**src/rtl/vmem_req_seq.sv**
```systemverilog
// vmem_req_seq: vector memory request sequencer.
// Turns one strided load/store command into per-beat requests to the memory
// queue. Loads issue one address per cycle and then count returned beats.
// Stores forward VRF beats as they arrive and then wait for the queue's
// final store acknowledgement.
// Optional feature macro VMEM_REQ_SEQ_STRIDE_EN: when defined, cmd_stride
// sets the byte stride. When undefined, the stride is fixed at DW_B (unit
// stride) and cmd_stride is ignored.
module vmem_req_seq #(
  parameter int ADDR_WIDTH = 32,
  parameter int DATA_WIDTH = 64,
  parameter int BEAT_BITS  = 9,
  parameter int DW_B       = DATA_WIDTH/8
) (
  input  logic                  clk,
  input  logic                  rst_n,
  input  logic                  cmd_valid,
  output logic                  cmd_ready,
  input  logic                  cmd_store,
  input  logic [ADDR_WIDTH-1:0] cmd_base,
  input  logic [ADDR_WIDTH-1:0] cmd_stride,
  input  logic [BEAT_BITS-1:0]  cmd_beats,
  input  logic [DATA_WIDTH-1:0] st_data,
  input  logic [DW_B-1:0]       st_be,
  input  logic                  st_valid,
  output logic                  st_ready,
  output logic [ADDR_WIDTH-1:0] q_addr,
  output logic                  q_req,
  output logic                  q_valid,
  output logic                  q_start,
  output logic [DATA_WIDTH-1:0] q_data,
  output logic [DW_B-1:0]       q_be,
  output logic                  q_ready,
  input  logic [DATA_WIDTH-1:0] q_data_in,
  input  logic                  q_valid_in,
  input  logic                  q_done_st,
  input  logic                  ld_ready,
  output logic [DATA_WIDTH-1:0] ld_data,
  output logic                  ld_valid,
  output logic                  busy,
  output logic                  done
);

  typedef enum logic [2:0] {
    IDLE     = 3'd0,
    LD_ISSUE = 3'd1,
    LD_WAIT  = 3'd2,
    ST_ISSUE = 3'd3,
    ST_WAIT  = 3'd4
  } state_e;

  state_e                state_q, state_d;
  logic [ADDR_WIDTH-1:0] addr_q, addr_d;
  logic [ADDR_WIDTH-1:0] stride_q, stride_d;
  logic [BEAT_BITS-1:0]  beats_q, beats_d;
  logic [BEAT_BITS-1:0]  beat_cnt_q, beat_cnt_d;
  logic [BEAT_BITS-1:0]  rx_cnt_q, rx_cnt_d;
  logic                  zero_q, zero_d;
  logic [DATA_WIDTH-1:0] ld_data_q;
  logic                  ld_valid_q;
  logic [ADDR_WIDTH-1:0] stride_sel;
  logic                  last_beat;
  logic                  rx_all;

`ifdef VMEM_REQ_SEQ_STRIDE_EN
  assign stride_sel = cmd_stride;
`else
  logic unused_stride;
  assign unused_stride = ^cmd_stride;
  assign stride_sel    = ADDR_WIDTH'(DW_B);
`endif

  assign last_beat = (beat_cnt_q == beats_q - BEAT_BITS'(1));
  assign rx_all    = (rx_cnt_q == beats_q);

  // State and datapath registers; ld_data/ld_valid are a plain 1-cycle delay
  always_ff @(posedge clk) begin
    if (!rst_n) begin
      state_q    <= IDLE;
      addr_q     <= '0;
      stride_q   <= '0;
      beats_q    <= '0;
      beat_cnt_q <= '0;
      rx_cnt_q   <= '0;
      zero_q     <= 1'b0;
      ld_data_q  <= '0;
      ld_valid_q <= 1'b0;
    end else begin
      state_q    <= state_d;
      addr_q     <= addr_d;
      stride_q   <= stride_d;
      beats_q    <= beats_d;
      beat_cnt_q <= beat_cnt_d;
      rx_cnt_q   <= rx_cnt_d;
      zero_q     <= zero_d;
      ld_data_q  <= q_data_in;
      ld_valid_q <= q_valid_in;
    end
  end

  // Next state; the beat address accumulates the stride instead of multiplying
  always_comb begin
    state_d    = state_q;
    addr_d     = addr_q;
    stride_d   = stride_q;
    beats_d    = beats_q;
    beat_cnt_d = beat_cnt_q;
    rx_cnt_d   = rx_cnt_q;
    zero_d     = 1'b0;
    case (state_q)
      IDLE: begin
        if (cmd_valid) begin
          addr_d     = cmd_base;
          stride_d   = stride_sel;
          beats_d    = cmd_beats;
          beat_cnt_d = '0;
          rx_cnt_d   = '0;
          // An empty command never leaves IDLE; it only produces a done pulse
          if (cmd_beats == '0) zero_d = 1'b1;
          else                 state_d = cmd_store ? ST_ISSUE : LD_ISSUE;
        end
      end
      LD_ISSUE: begin
        addr_d     = addr_q + stride_q;
        beat_cnt_d = beat_cnt_q + BEAT_BITS'(1);
        if (q_valid_in) rx_cnt_d = rx_cnt_q + BEAT_BITS'(1);
        if (last_beat)  state_d = LD_WAIT;
      end
      LD_WAIT: begin
        if (rx_all)          state_d = IDLE;
        else if (q_valid_in) rx_cnt_d = rx_cnt_q + BEAT_BITS'(1);
      end
      ST_ISSUE: begin
        if (st_valid) begin
          addr_d     = addr_q + stride_q;
          beat_cnt_d = beat_cnt_q + BEAT_BITS'(1);
          if (last_beat) state_d = ST_WAIT;
        end
      end
      ST_WAIT: begin
        if (q_done_st) state_d = IDLE;
      end
      default: state_d = IDLE;
    endcase
  end

  // Outputs decoded from state; done merges the three completion sources
  always_comb begin
    cmd_ready = (state_q == IDLE);
    busy      = (state_q != IDLE);
    st_ready  = (state_q == ST_ISSUE);
    q_req     = (state_q == LD_ISSUE);
    q_valid   = (state_q == ST_ISSUE) && st_valid;
    q_start   = (beat_cnt_q == '0) && (q_req || q_valid);
    q_addr    = addr_q;
    q_data    = st_data;
    q_be      = st_be;
    q_ready   = ld_ready;
    ld_data   = ld_data_q;
    ld_valid  = ld_valid_q;
    done      = zero_q
              || ((state_q == LD_WAIT) && rx_all)
              || ((state_q == ST_WAIT) && q_done_st);
  end

endmodule

```
**config.mk**
```make
export PLATFORM = sky130hd
export DESIGN_NAME = vmem_req_seq
export DESIGN_NICKNAME = d
export VERILOG_FILES = /design/src/rtl/vmem_req_seq.sv
export SDC_FILE = /design/constraint.sdc
export NUM_CORES = 1
export LEC_CHECK = 0
export ABC_AREA = 1
export ABC_CLOCK_PERIOD_IN_PS = 2000
export CORE_AREA = 2 2 152 154
export CTS_CLUSTER_DIAMETER = 100
export DETAILED_ROUTE_END_ITERATION = 6
export DIE_AREA = 0 0 154 156
export PLACE_DENSITY = 0.66
export SKIP_CTS_REPAIR_TIMING = 1
export SLEW_MARGIN = 20
export SYNTH_ARGS = -nofsm -noshare
export SYNTH_HDL_FRONTEND = slang
export SYNTH_SLANG_ARGS = --single-unit
```
**constraint.sdc**
```tcl
create_clock -name clk -period 2 [get_ports clk]
set_clock_uncertainty 0.1 [all_clocks]
set_input_delay 0.4 -clock clk [delete_from_list [all_inputs] [get_ports clk]]
set_output_delay 0.4 -clock clk [all_outputs]
set_load 0.03 [all_outputs]
```
==> flow_metrics.py <==
metrics = {
    "grt": {
        "grtUsageMet2_pct": 29.1,
        "gr-total-overflow": 0,
        "grt_use_total_pct": 16.8,
        "globalRouteMet3Util_pct": 7.36,
        "grt.busiest_layer": "met2",
        "grt_use_met1_pct": 18.8,
        "grt_start_max_net_pins": 72,
        "grt_pass1_vias": 6110,
        "grt_pass1_wl_um": 31500,
        "antenna_found_initial": 0,
    },
    "worst_hold_path": {
        "hold_end": "beats_q[1]$_SDFFE_PN0P_",
        "hold_depth": 3,
        "hold_path.class": "in -> reg",
        "hp-start": "rst_n",
    },
    "layout": {
        "instances_no_fill": 1431,
        "syn_to_final_growth_pct": 46.3,
        "drive_above_1_share_pct": 13.4,
        "seq_area_um2": 2600,
        "antennaDiodeCount": 0,
        "multiInputGateArea_um2": 2950,
        "fin_nets": 1356,
        "final_area_um2": 9710,
        "nFillCells": 2238,
    },
    "clock_tree": {
        "clkLatencyLatePin_ns": 0.42,
        "cts-root-buf": "clkbuf_16",
        "cts_buffer_depth": 2,
        "cts_max_level": 4,
        "numCtsBuffers": 17,
        "path_clk_slew_ns": 0.07,
        "tritoncts": "yes",
        "cts.sinks": 129,
    },
    "floorplan": {
        "die_h_um": 156,
        "die_area_um2": 24000,
        "num_rows": 55,
        "ios": 394,
        "die_x_um": 154,
        "start_util_pct": 29.7,
        "core_um2": 22400,
    },
    "power_and_ir_drop": {
        "seq_power_share_pct": 28.1,
        "intPower_mw": 7.44,
        "peakVddDrop_mv": 0.590,
        "p_leak_nw": 4.68,
        "p_clk_share_pct": 26.1,
        "p_switching_mw": 5.34,
        "swShare_pct": 41.8,
        "power_density_nw_per_um2": 1320,
        "p_comb_share_pct": 45.7,
    },
    "setup_path": {
        "slowest_delay_ns": 0.38,
        "critPathCaptureType": "primary output",
        "cp_max_fo": 5,
        "start_kind": "register",
        "critical_path_required_ns": 1.50,
        "path_cells": "inv_1, nand2_1, nand4_1, nor2_2, nand3_2, nand3b_1, buf_6",
        "r2r-start": "beats_q[1]$_SDFFE_PN0P_",
        "slowest_stage": "dfxtp_2",
        "worst_r2r_path_depth": 14,
        "rrSetupSlack_ns": 0.13,
        "r2r-end": "state_q[2]$_SDFFE_PN0P_",
        "critPathKind": "reg -> out",
        "arrival_ns": 1.65,
    },
    "synthesis": {
        "synth_mux_area_share_pct": 0,
        "synth.top_cell.area_share_pct": 38.9,
        "synth_xor_xnor_area_share_pct": 2.64,
        "ys_seq_elements": 129,
        "syn_inst": 956,
        "synth_nets": 1179,
        "yosys-top-cells-area": "dfxtp_1 39%, nand2_1 14%, buf_4 8.5%",
        "synth_simple_gate_area_share_pct": 28.7,
        "synth_cell_type_count": 41,
        "yosysMostFrequentCell": "nand2_1",
        "syn_avg_cell_area_um2": 6.94,
        "synth-adder-area-share_pct": 1.13,
        "synthFlopType": "dfxtp_1",
        "synth-async-reset-ratio_pct": 0,
        "seq_area_frac_synth_pct": 38.9,
        "ys_warn_count": 0,
        "synth_compound_area_share_pct": 9.94,
        "synth_edf_count": 0,
        "yosysTopAreaCell": "dfxtp_1",
        "synth_top_family_by_area": "simple AND/OR/NAND/NOR gates",
        "synthTopCellsByCount": "240 x nand2_1, 135 x inv_1, 129 x dfxtp_1",
        "synthesis.area_um2": 6630,
    },
    "sta": {
        "final-max-slew-violation-count": 0,
        "setup_ws_ns": -0.145,
        "period_needed_ns": 2.15,
        "rsz0062_at_grt": "true",
        "final-hold-violation-count": 0,
        "worst_slew_pin_slew_ns": 0.372,
        "finalCritPeriodShare_pct": 107,
        "setup-tns-final_ns": -0.277,
        "slew_headroom_pct": 75.2,
        "setup_viol": 2,
        "timing.fmax_ghz": 0.466,
    },
    "detailed_routing": {
        "drt_iter0_drc": 315,
        "drc": 0,
        "wl_per_cell_um": 14.3,
        "drt_first_pass_iters": 5,
        "ant_nets": 0,
        "vias_per_cell": 4.50,
        "wl_um": 20500,
        "vias": 6438,
    },
    "job": {
        "drv_cap": 0,
    },
    "status": {
        "status": "finished, violations left",
        "violations": "setup timing",
    },
    "placed_design": {
        "place_area_um2": 8830,
        "port_buffers": 215,
        "dp.cells": 1395,
        "place_ws_ns": -0.111,
        "hpwl_um": 15400,
        "place.gp.congestion": 0.886,
    },
}
==> per-stage QoR <==
stage | util (%) | total power [mW] | hold WS, ns
2_1_floorplan | - | 7.41 | 0.326
3_3_place_gp | 39.5 | 9.32 | 0.342
4_1_cts | 42.3 | 12.8 | 0.252
5_1_grt | 43.4 | 13.6 | 0.300
6_report | 43.4 | 12.8 | 0.255
3_5_place_dp | 39.5 | 9.38 | 0.351
==> layout by cell type, fill, tap and decap left out, types with 10 or more instances in the layout <==
cell type,n
a21oi_1,54
clkbuf_16,17
buf_4,38
xor2_1,12
nand4_1,10
inv_1,130
o21ai_0,25
nand2_1,237
inv_2,10
o21ai_1,10
nor3_1,18
clkdlybuf4s50_1,176
dfxtp_1,119
dlymetal6s2s_1,32
nand3_1,45
nor2_1,82
==> cell type report <==
cell class,count,area share (%)
multi-input cells,585,30.4
repair buffers,258,27.1
flip-flops and latches,129,26.8
inverters,142,5.54
clock buffers,18,4.52
well taps,285,3.67
clock inverters,14,1.95
==> power groups by stage <==
stage                     registers (mW)  clock network, mW  logic (mW)
after global placement              3.60                  0        5.72
final                               3.60               3.34        5.85
after floorplan                     4.20                  0        3.21
after global routing                3.66               3.53        6.40
after CTS                           3.55               3.43        5.80
after detailed placement            3.61                  0        5.77
==> metal layers <==
metal  wire length [um]  vias up
li1                   -     3259
met4                191        0
met2              10100      256
met1               8230     2908
met3               2020       15
met5                  0        -
==> cell families (layout without fill, tap and decap cells) <==
| logic type | after synthesis | in the layout |
|---|---|---|
| xor gates and xnor gates | 20 | 20 |
| and+or+nand+nor | 444 | 444 |
| adders and majority gates | 6 | 6 |
| AOI/OAI and AO/OA | 115 | 115 |
| DFF | 129 | 129 |
| buffers and inverters | 242 | 432 |
==> worst max-delay path, delay by kind of cell (launching register included) <==
| kind | cells | cell delay [ns] |
|---|---|---|
| buf+inv | 2 | 0.26 |
| flops | 1 | 0.38 |
| simple gates | 5 | 0.58 |
==> how the worst max path moves through the flow <==
stage | start | to | slack [ns] | cells after the start
finish | beats_q[3]$_SDFFE_PN0P_ | done | -0.15 | 7
global route | rx_cnt_q[5]$_SDFFE_PN0P_ | done | -0.23 | 7
CTS | state_q[2]$_SDFFE_PN0P_ | cmd_ready | -0.38 | 4
detailed placement | cmd_beats[6] | state_q[0]$_SDFFE_PN0P_ | -0.11 | 10
global placement | stride_q[3]$_SDFFE_PN0P_ | q_addr[31]$_SDFFE_PN0P_ | -0.11 | 11
floorplan | state_q[1]$_SDFFE_PN0P_ | q_start | 0.006 | 6
==> registers in the layout, summed over array words and instances, names as in the netlist <==
signal / flops
beats_q: 9
beat_cnt_q: 9
state_q: 3
ld_data: 64
q_addr: 32
ld_valid: 1
zero_q: 1
rx_cnt_q: 9
stride_q: 1
Power figures use the tool's default switching activity.
